File: src/rtl/hazard_ctrl_if.sv
// Decoder <-> hazard controller bundle: decoded-instruction fields in, issue/stall/flush decisions out.
// The stall/flush statistics counters exist only when HAZ_STATS_EN is defined.
interface hazard_ctrl_if #(
  parameter int REGAW = 4
);
  logic                    dec_valid;
  logic [REGAW-1:0]        dec_rn;
  logic [REGAW-1:0]        dec_rm;
  logic [REGAW-1:0]        dec_rd;
  logic                    dec_uses_rn;
  logic                    dec_uses_rm;
  logic                    dec_reg_we;
  logic                    dec_ib;
  logic                    dec_bl;
  logic                    issue_out;
  logic                    stall_out;
  logic                    flush_out;
  logic                    pc_redirect_out;
  logic                    ispb_out;
  logic [(2**REGAW)-1:0]   busy_out;
`ifdef HAZ_STATS_EN
  logic [31:0]             stall_cnt_out;
  logic [31:0]             flush_cnt_out;

  modport master (
    output dec_valid, dec_rn, dec_rm, dec_rd, dec_uses_rn, dec_uses_rm,
    output dec_reg_we, dec_ib, dec_bl,
    input  issue_out, stall_out, flush_out, pc_redirect_out, ispb_out, busy_out,
    input  stall_cnt_out, flush_cnt_out
  );

  modport slave (
    input  dec_valid, dec_rn, dec_rm, dec_rd, dec_uses_rn, dec_uses_rm,
    input  dec_reg_we, dec_ib, dec_bl,
    output issue_out, stall_out, flush_out, pc_redirect_out, ispb_out, busy_out,
    output stall_cnt_out, flush_cnt_out
  );
`else
  modport master (
    output dec_valid, dec_rn, dec_rm, dec_rd, dec_uses_rn, dec_uses_rm,
    output dec_reg_we, dec_ib, dec_bl,
    input  issue_out, stall_out, flush_out, pc_redirect_out, ispb_out, busy_out
  );

  modport slave (
    input  dec_valid, dec_rn, dec_rm, dec_rd, dec_uses_rn, dec_uses_rm,
    input  dec_reg_we, dec_ib, dec_bl,
    output issue_out, stall_out, flush_out, pc_redirect_out, ispb_out, busy_out
  );
`endif
endinterface

File: src/rtl/hazard_ctrl.sv
// ID/EX hazard controller: pending-write scoreboard (RAW/WAW), taken-branch flush sequencing, PC redirect.
// Optional HAZ_STATS_EN macro adds saturating stall/flush cycle counters.
module hazard_ctrl #(
  parameter int REGAW    = 4,
  parameter int WB_LAT   = 3,
  parameter int BR_FLUSH = 2,
  parameter int LINK_REG = 14
) (
  input  logic          clk,
  input  logic          reset,
  hazard_ctrl_if.slave  hif
);
  localparam int NREG = 2 ** REGAW;
  localparam int CW   = (WB_LAT < 1) ? 1 : $clog2(WB_LAT + 1);
  localparam int FW   = (BR_FLUSH < 2) ? 1 : $clog2(BR_FLUSH + 1);
  localparam logic [REGAW-1:0] LINK_IDX = REGAW'(LINK_REG);
  localparam logic [CW-1:0]    CNT_LOAD = CW'(WB_LAT);
  localparam logic [FW-1:0]    FL_LOAD  = FW'(BR_FLUSH);
  localparam logic [FW-1:0]    FL_ONE   = FW'(1);

  typedef enum logic [0:0] {RUN = 1'b0, FLUSH = 1'b1} state_t;

  state_t            state_r, state_s;
  logic [FW-1:0]     fcnt_r, fcnt_s;
  logic              ispb_r, ispb_s;
  logic [CW-1:0]     cnt_r [NREG];
  logic [NREG-1:0]   busy_s;
  logic [NREG-1:0]   load_s;
  logic              haz_s, issue_s, stall_s, flush_s, redirect_s;

  // Busy vector and per-register scoreboard load strobes
  always_comb begin
    busy_s = {NREG{1'b0}};
    load_s = {NREG{1'b0}};
    for (int i = 0; i < NREG; i++) begin
      busy_s[i] = (cnt_r[i] != {CW{1'b0}});
      load_s[i] = issue_s &
                  ((hif.dec_reg_we & (hif.dec_rd == REGAW'(i))) |
                   (hif.dec_ib & hif.dec_bl & (LINK_IDX == REGAW'(i))));
    end
  end

  // Hazard detect from the current scoreboard (no forwarding path)
  always_comb begin
    haz_s = (hif.dec_uses_rn & busy_s[hif.dec_rn]) |
            (hif.dec_uses_rm & busy_s[hif.dec_rm]) |
            (hif.dec_reg_we  & busy_s[hif.dec_rd]) |
            (hif.dec_ib & hif.dec_bl & busy_s[LINK_IDX]);
  end

  // Next-state and issue/stall/flush decisions; everything is held low while reset is asserted
  always_comb begin
    state_s    = state_r;
    fcnt_s     = fcnt_r;
    ispb_s     = 1'b0;
    issue_s    = 1'b0;
    stall_s    = 1'b0;
    flush_s    = 1'b0;
    redirect_s = 1'b0;
    if (reset) begin
      state_s = RUN;
      fcnt_s  = {FW{1'b0}};
    end else begin
      case (state_r)
        RUN: begin
          issue_s = hif.dec_valid & ~haz_s;
          stall_s = hif.dec_valid & haz_s;
          if (issue_s & hif.dec_ib) begin
            redirect_s = 1'b1;
            if (BR_FLUSH == 0) begin
              ispb_s = 1'b1;
            end else begin
              state_s = FLUSH;
              fcnt_s  = FL_LOAD;
            end
          end else begin
            state_s = RUN;
          end
        end
        FLUSH: begin
          flush_s = 1'b1;
          if (fcnt_r <= FL_ONE) begin
            state_s = RUN;
            fcnt_s  = {FW{1'b0}};
          end else begin
            fcnt_s = fcnt_r - FL_ONE;
          end
        end
        default: begin
          state_s = RUN;
          fcnt_s  = {FW{1'b0}};
        end
      endcase
    end
  end

  // FSM state, flush countdown and the single-cycle ispb flag for zero-bubble branches
  always_ff @(posedge clk) begin
    if (reset) begin
      state_r <= RUN;
      fcnt_r  <= {FW{1'b0}};
      ispb_r  <= 1'b0;
    end else begin
      state_r <= state_s;
      fcnt_r  <= fcnt_s;
      ispb_r  <= ispb_s;
    end
  end

  // Scoreboard down-counters: a load wins over the decrement
  always_ff @(posedge clk) begin
    for (int i = 0; i < NREG; i++) begin
      if (reset) begin
        cnt_r[i] <= {CW{1'b0}};
      end else if (load_s[i]) begin
        cnt_r[i] <= CNT_LOAD;
      end else if (busy_s[i]) begin
        cnt_r[i] <= cnt_r[i] - {{(CW-1){1'b0}}, 1'b1};
      end else begin
        cnt_r[i] <= cnt_r[i];
      end
    end
  end

  assign hif.issue_out       = issue_s;
  assign hif.stall_out       = stall_s;
  assign hif.flush_out       = flush_s;
  assign hif.pc_redirect_out = redirect_s;
  assign hif.ispb_out        = ~reset & ((state_r == FLUSH) | ispb_r);
  assign hif.busy_out        = busy_s;

`ifdef HAZ_STATS_EN
  logic [31:0] stall_cnt_r, flush_cnt_r;

  // Saturating stall/flush cycle statistics
  always_ff @(posedge clk) begin
    if (reset) begin
      stall_cnt_r <= 32'h0000_0000;
      flush_cnt_r <= 32'h0000_0000;
    end else begin
      if (stall_s && (stall_cnt_r != 32'hFFFF_FFFF)) begin
        stall_cnt_r <= stall_cnt_r + 32'h0000_0001;
      end else begin
        stall_cnt_r <= stall_cnt_r;
      end
      if (flush_s && (flush_cnt_r != 32'hFFFF_FFFF)) begin
        flush_cnt_r <= flush_cnt_r + 32'h0000_0001;
      end else begin
        flush_cnt_r <= flush_cnt_r;
      end
    end
  end

  assign hif.stall_cnt_out = stall_cnt_r;
  assign hif.flush_cnt_out = flush_cnt_r;
`endif
endmodule
File: src/flat_wrapper.sv
// flat-port wrapper written by rule: the top's interface ports become plain ports
module hazard_ctrl_flat 
#(
  parameter int REGAW    = 4,
  parameter int WB_LAT   = 3,
  parameter int BR_FLUSH = 2,
  parameter int LINK_REG = 14
)
  (clk, reset, hif_dec_valid, hif_dec_rn, hif_dec_rm, hif_dec_rd, hif_dec_uses_rn, hif_dec_uses_rm, hif_dec_reg_we, hif_dec_ib, hif_dec_bl, hif_issue_out, hif_stall_out, hif_flush_out, hif_pc_redirect_out, hif_ispb_out, hif_busy_out);
  hazard_ctrl_if #(.REGAW(REGAW)) hif_i ();
  input  logic clk;
  input  logic reset;
  input wire logic [$bits(hif_i.dec_valid)-1:0] hif_dec_valid;
  input wire logic [$bits(hif_i.dec_rn)-1:0] hif_dec_rn;
  input wire logic [$bits(hif_i.dec_rm)-1:0] hif_dec_rm;
  input wire logic [$bits(hif_i.dec_rd)-1:0] hif_dec_rd;
  input wire logic [$bits(hif_i.dec_uses_rn)-1:0] hif_dec_uses_rn;
  input wire logic [$bits(hif_i.dec_uses_rm)-1:0] hif_dec_uses_rm;
  input wire logic [$bits(hif_i.dec_reg_we)-1:0] hif_dec_reg_we;
  input wire logic [$bits(hif_i.dec_ib)-1:0] hif_dec_ib;
  input wire logic [$bits(hif_i.dec_bl)-1:0] hif_dec_bl;
  output wire logic [$bits(hif_i.issue_out)-1:0] hif_issue_out;
  output wire logic [$bits(hif_i.stall_out)-1:0] hif_stall_out;
  output wire logic [$bits(hif_i.flush_out)-1:0] hif_flush_out;
  output wire logic [$bits(hif_i.pc_redirect_out)-1:0] hif_pc_redirect_out;
  output wire logic [$bits(hif_i.ispb_out)-1:0] hif_ispb_out;
  output wire logic [$bits(hif_i.busy_out)-1:0] hif_busy_out;
  assign hif_i.dec_valid = hif_dec_valid;
  assign hif_i.dec_rn = hif_dec_rn;
  assign hif_i.dec_rm = hif_dec_rm;
  assign hif_i.dec_rd = hif_dec_rd;
  assign hif_i.dec_uses_rn = hif_dec_uses_rn;
  assign hif_i.dec_uses_rm = hif_dec_uses_rm;
  assign hif_i.dec_reg_we = hif_dec_reg_we;
  assign hif_i.dec_ib = hif_dec_ib;
  assign hif_i.dec_bl = hif_dec_bl;
  assign hif_issue_out = hif_i.issue_out;
  assign hif_stall_out = hif_i.stall_out;
  assign hif_flush_out = hif_i.flush_out;
  assign hif_pc_redirect_out = hif_i.pc_redirect_out;
  assign hif_ispb_out = hif_i.ispb_out;
  assign hif_busy_out = hif_i.busy_out;
  hazard_ctrl #(.REGAW(REGAW), .WB_LAT(WB_LAT), .BR_FLUSH(BR_FLUSH), .LINK_REG(LINK_REG)) u_core (.clk(clk), .reset(reset), .hif(hif_i));
endmodule
File: config.mk
export PLATFORM = sky130hd
export DESIGN_NAME = hazard_ctrl_flat
export DESIGN_NICKNAME = d
export VERILOG_FILES = /design/src/rtl/hazard_ctrl_if.sv /design/src/rtl/hazard_ctrl.sv /design/src/flat_wrapper.sv
export SDC_FILE = /design/constraint.sdc
export NUM_CORES = 1
export LEC_CHECK = 0
export BUFFER_PORTS_ARGS = -buffer_cell sky130_fd_sc_hd__clkbuf_2
export CAP_MARGIN = 20
export CORE_UTILIZATION = 40
export DETAILED_ROUTE_END_ITERATION = 8
export SETUP_SLACK_MARGIN = 0.1
export SYNTH_ARGS = -nofsm -noshare
export SYNTH_HDL_FRONTEND = slang
export SYNTH_SLANG_ARGS = --single-unit
File: constraint.sdc
create_clock -name clk -period 5.6 [get_ports clk]
set_clock_uncertainty 0.2 [all_clocks]
set_input_delay 1.12 -clock clk [delete_from_list [all_inputs] [get_ports clk]]
set_output_delay 1.12 -clock clk [all_outputs]
set_load 0.02 [all_outputs]
# Word level (Yosys, flattened, before mapping)
# Memories as Yosys holds them, arrays and structs flattened.
# Cells that the tools add are included.
dict set report word_totals {
  register_bits 3
  ram_bits 32
  elab_cells 399
  mem_count 1
  output_inout_bits 21
}
dict set report classes {
  n_mux 246
  order_cmp 4
  n_bitwise 96
  addsub 17
  n_eq_ne 16
  reduce_logical 17
}
# memory words word_bits rd rd_clocked_by_memory_dff wr line_no
set memory_table {}
lappend memory_table {u_core.cnt_r 16 2 16 0 16 hazard_ctrl.sv:26} ;# logic [CW-1:0] cnt_r [NREG];
# operator n
set ops {}
lappend ops {{2-to-1 mux 1 bit} 191}
lappend ops {{2-to-1 mux 2 bit} 50}
lappend ops {{bitwise OR 1 bit} 52}
lappend ops {{bitwise AND 1 bit} 41}
lappend ops {{subtractor 2 x 1 -> 2 bit (second input constant)} 17}
lappend ops {{== test 4 bit (second input constant)} 8}
lappend ops {{nonzero test 2 bit} 16}
lappend ops {{== test 4 x 3 -> 1 bit (second input constant)} 4}
lappend ops {{less-than comparator 4 x 5 -> 1 bit (second input constant)} 3}
lappend ops {{binary-select mux 1 bit (select 4 bit)} 3}
lappend ops {{== test 4 x 2 -> 1 bit (second input constant)} 2}
lappend ops {{== test 4 x 1 -> 1 bit (second input constant)} 1}
lappend ops {{zero test 4 bit} 1}
lappend ops {{case mux 2 bit (2 select lines)} 1}
lappend ops {{inverter 1 bit} 3}
lappend ops {{less-or-equal comparator 2 x 1 -> 1 bit (second input constant)} 1}
lappend ops {{!= test 2 x 1 -> 1 bit (second input constant)} 1}
lappend ops {{case mux 1 bit (2 select lines)} 1}

# Longest topological paths before layout
# An unclocked memory read counts as a cell.
dict set report logic_depth {
  ltp_word 19
  depth_mapped 8
  mapped_depth_nobuf 7
}

# Least setup slack after synthesis
# No wires, ideal clock.
dict set report synth_path {
  path_kind {input-to-output}
  start {input hif_dec_rn[1]}
  end {output hif_issue_out}
  arrival_time_ps 3106
  slack_ps 1174
  required_ps 4280
  cell_stages 7
  cell_sequence {buf_4 -> mux2i_1 -> mux4_1 -> a22oi_4 -> nand2_2 -> buf_6 -> nor4bb_1}
}
dict set report synth_between {
  elab_chain_cells 10
}
# item line_no
set synth_lines {}
lappend synth_lines {{start: declaration} flat_wrapper.sv:14} ;# input wire logic [$bits(hif_i.dec_rn)-1:0] hif_dec_rn;
lappend synth_lines {{binary-select mux 1 bit (select 4 bit)} hazard_ctrl.sv:45} ;# haz_s = (hif.dec_uses_rn & busy_s[hif.dec_rn]) |
lappend synth_lines {{2-to-1 mux 1 bit (implied by the code)} hazard_ctrl.sv:45}
lappend synth_lines {{bitwise AND 1 bit} hazard_ctrl.sv:45}
lappend synth_lines {{bitwise OR 1 bit} hazard_ctrl.sv:45}
lappend synth_lines {{bitwise OR 1 bit} hazard_ctrl.sv:46} ;# (hif.dec_uses_rm & busy_s[hif.dec_rm]) |
lappend synth_lines {{bitwise OR 1 bit} hazard_ctrl.sv:47} ;# (hif.dec_reg_we & busy_s[hif.dec_rd]) |
lappend synth_lines {{inverter 1 bit} hazard_ctrl.sv:66} ;# issue_s = hif.dec_valid & ~haz_s;
lappend synth_lines {{bitwise AND 1 bit} hazard_ctrl.sv:66}
lappend synth_lines {{2-to-1 mux 1 bit} hazard_ctrl.sv:64} ;# case (state_r)
lappend synth_lines {{2-to-1 mux 1 bit} hazard_ctrl.sv:60} ;# if (reset) begin
lappend synth_lines {{end: declaration} flat_wrapper.sv:22} ;# output wire logic [$bits(hif_i.issue_out)-1:0] hif_issue_out;
# Every way passes these cells. The select of a mux whose other input is x is not followed.

# Worst setup path in the final report
dict set report layout_path {
  start {input hif_dec_rd[1]}
  end {output hif_pc_redirect_out}
}
dict set report layout_between {
  elab_chain_cells 11
}
# item line_no
set layout_lines {}
lappend layout_lines {{start: declaration} flat_wrapper.sv:16} ;# input wire logic [$bits(hif_i.dec_rd)-1:0] hif_dec_rd;
lappend layout_lines {{binary-select mux 1 bit (select 4 bit)} hazard_ctrl.sv:47}
lappend layout_lines {{2-to-1 mux 1 bit (implied by the code)} hazard_ctrl.sv:47}
lappend layout_lines {{bitwise AND 1 bit} hazard_ctrl.sv:47}
lappend layout_lines {{bitwise OR 1 bit} hazard_ctrl.sv:46}
lappend layout_lines {{bitwise OR 1 bit} hazard_ctrl.sv:47}
lappend layout_lines {{inverter 1 bit} hazard_ctrl.sv:66}
lappend layout_lines {{bitwise AND 1 bit} hazard_ctrl.sv:66}
lappend layout_lines {{bitwise AND 1 bit} hazard_ctrl.sv:68} ;# if (issue_s & hif.dec_ib) begin
lappend layout_lines {{2-to-1 mux 1 bit} hazard_ctrl.sv:68}
lappend layout_lines {{2-to-1 mux 1 bit} hazard_ctrl.sv:64}
lappend layout_lines {{2-to-1 mux 1 bit} hazard_ctrl.sv:60}
lappend layout_lines {{end: declaration} flat_wrapper.sv:25} ;# output wire logic [$bits(hif_i.pc_redirect_out)-1:0] hif_pc_redirect_out;
# Every way passes these cells. The select of a mux whose other input is x is not followed.

==> results by group <==
Cells and area
  • Fillers: 641
  • FF/Latch Area: 1020 µm²
  • Layout cell share with drive strength beyond 1: 19.2%
  • Most common cell after layout, fill and taps aside: inv_1
  • Area occupied by multi-input gates: 1350 µm²
  • Net count, final: 332
  • Fin util: 46.1%
  • Most frequent cells in the layout: 52 x inv_1, 40 x clkbuf_2, 32 x edfxtp_1
  • Area grow syn2layout: 10.5%
  • Diodes inserted: 0

Floorplanning
  • Core Rows: 29
  • Die area: 6990 µm²
  • Die Span X: 83.6 µm
  • Core Box Area: 6390 µm²
  • Starting Density: 41.7%
  • Die height: 83.6 µm
  • IO Count: 41

Clocking
  • Clk sink count: 35
  • H-tree depth: 2
  • Root Buffer Master: clkbuf_8
  • Post-CTS Hold Buffers: 0
  • Worst-path clk slew: 70 ps
  • Max clock buf depth: 2
  • Post-cts repair resize count: 0
  • CTS tree: done
  • Worst-Skew Late Latency: 290 ps
  • Postcts setup bufs: 0
  • Clock buffer count from CTS: 5

Critical path
  • Crit-path max FO: 13
  • CP Depth: 7
  • Slowest stage delay, CP: 540 ps
  • Depth of the most critical reg-to-reg path: 7
  • CP Launch Type: input pin
  • WP buf/inv: 2
  • Crit path required time: 4280 ps
  • Critical Path AT: 3150 ps
  • Crit-path cells: clkbuf_2 > mux4_2 > a32oi_1 > nand4b_1 > nand4_1 > nor2_1 > clkbuf_2
  • Crit path kind: input pin to primary output
  • Slowest stage cell, crit path: mux4_2
  • Kind of cell adding the most delay to the critical path: simple AND/OR/NAND/NOR gates
  • Critical Path Most Common Cell: clkbuf_2
  • Element type at the critical path end: primary output

Run
  • Max cap viols: 0

Yosys
  • Largest cells by area after synthesis: edfxtp_1 36%, ha_1 7.5%, inv_1 7.3%
  • Synth warnings: 0
  • Top cell type by total area after synthesis: edfxtp_1
  • Syn Std Cell Area: 2660 µm²
  • Post-synth ARST share: 0%
  • Register area share after synthesis: 38.3%
  • Main synth FF type: edfxtp_1
  • EDFF count, synth: 32
  • Syn nets: 301
  • Synthesized area per cell: 10.0 µm²
  • #FFs+latches synth: 35
  • Post-synthesis cell count: 265
  • Post-synth cell types: 41
  • Post-synth top area share: 36.1%

Outcome
  • Status: completed

Power
  • LEAKAGE: 0.00125 µW
  • Power Dens Cells: 497 nW/µm²
  • Max VDD drop: 0.237 mV

Timing
  • Pins Over Slew Limit: 0
  • TNS Setup: 0 ps
  • Measured slew at the worst slew-check pin: 780 ps
  • Final setup fails: 0
  • Fin crit period: 4470 ps
  • Hold slack: 316 ps
  • Hold Fails Final Rpt: 0
  • Crit share post-route: 79.8%
  • RSZ-0062 raised after global routing: false
  • Fmax: 224 MHz
  • Max_slew headroom: 47.9%

GRT
  • Largest net degree at the start of global routing: 32
  • Grt total ovfl: 0
  • Vias in the first global route: 2139
  • Gr usage total: 18.8%
  • Antenna violations before repair: 0
  • First-pass GRT wire length: 10.4 mm

Drt
  • DRC viols: 0
  • Wire per inst: 16.7 µm
  • Vias/cell: 5.78
  • Drt first pass iters: 4
  • WL final: 6.24 mm
  • DR iter-0 viols: 145
  • DR vias: 2162
  • Post-DRT Antenna Nets: 0

Placement
  • Routability cong.: 0.804
  • Port Buf Inserts: 40
  • Post-DP HPWL: 4.65 mm

Min path
  • HP Class: register to register
  • WHS Path Cells: 2
[sequential cells by signal, summed over array words and instances, names as in the netlist]
register and flops:
u_core.cnt_r 32, u_core.fcnt_r 2, u_core.state_r 1
[worst register-to-register path: stages, from the launching register on]
cell      delay [ps]
edfxtp_1         390
inv_1             70
ha_1             330
mux2i_1          140
mux4_2           530
a32oi_4          350
nand4_1          530
o211ai_1         490
[synth_stat cells (all sizes together) (2+ instances only)]
cell type and count:
o31a 2, o211ai 11, mux2i 17, mux4 7, a32oi 3, nand4b 3
o31ai 9, a21oi 3, nor3 2, edfxtp 32, o21ai 14, nand3 13
nand4 13, clkbuf 8, inv 52, buf 8, nand2 6, nor2 8
a22oi 2, o32ai 8, nor2b 3, or3 8, dfxtp 3, nand3b 4
ha 16
[final cells by class]
class | instances | share of cell area [%]
Multi-Input combinational cell | 162 | 45.9
Sequential cell | 35 | 34.7
Timing Repair Buffer | 40 | 6.80
Inverter | 52 | 6.63
Tap cell | 77 | 3.27
Clock buffer | 6 | 2.47
Clock inverter | 2 | 0.255
[through the flow]
step	instances	setup WS [ps]	instance area [µm²]	total power (µW)
final	374	1130	2940	1460
after global routing	374	1010	2940	1590
after CTS	374	1180	2940	1470
after detailed placement	366	1190	2860	1290
after global placement	366	1230	2860	1270
after floorplan	265	1170	2660	1080
[per-layer routing]
layer / track usage (%) / share of wire, % / up-vias
met5: 0 / 0 / -
met4: 5.39 / 1.5 / 0
met3: 3.66 / 3.9 / 9
met2: 31.1 / 46 / 46
met1: 25.0 / 49 / 1049
li1: - / - / 1058
[where the power goes]
group / internal [µW] / total, µW / switching [µW]
Combinational: 311 / 821 / 509
Sequential: 431 / 466 / 34.7
Clock: 84.9 / 178 / 92.7
[final timing paths]
kind | start | to | slack (ps)
worst max-delay path | hif_dec_rd[1] | hif_pc_redirect_out | 1130
worst min-delay path | u_core.fcnt_r[1] | u_core.state_r | 320
worst max register to register | u_core.cnt_r[1][6] | u_core.cnt_r[0][11] | 2250
worst min register to register | u_core.fcnt_r[1] | u_core.state_r | 320
[cell families after synthesis]
logic type      share of synthesized area, %
fa+ha+maj                               7.52
buf+inv                                 10.9
compound gates                          15.8
flops                                   38.3
simple gates                            14.5
mux                                     12.9
No activity file was read; power rests on OpenSTA's default activity.
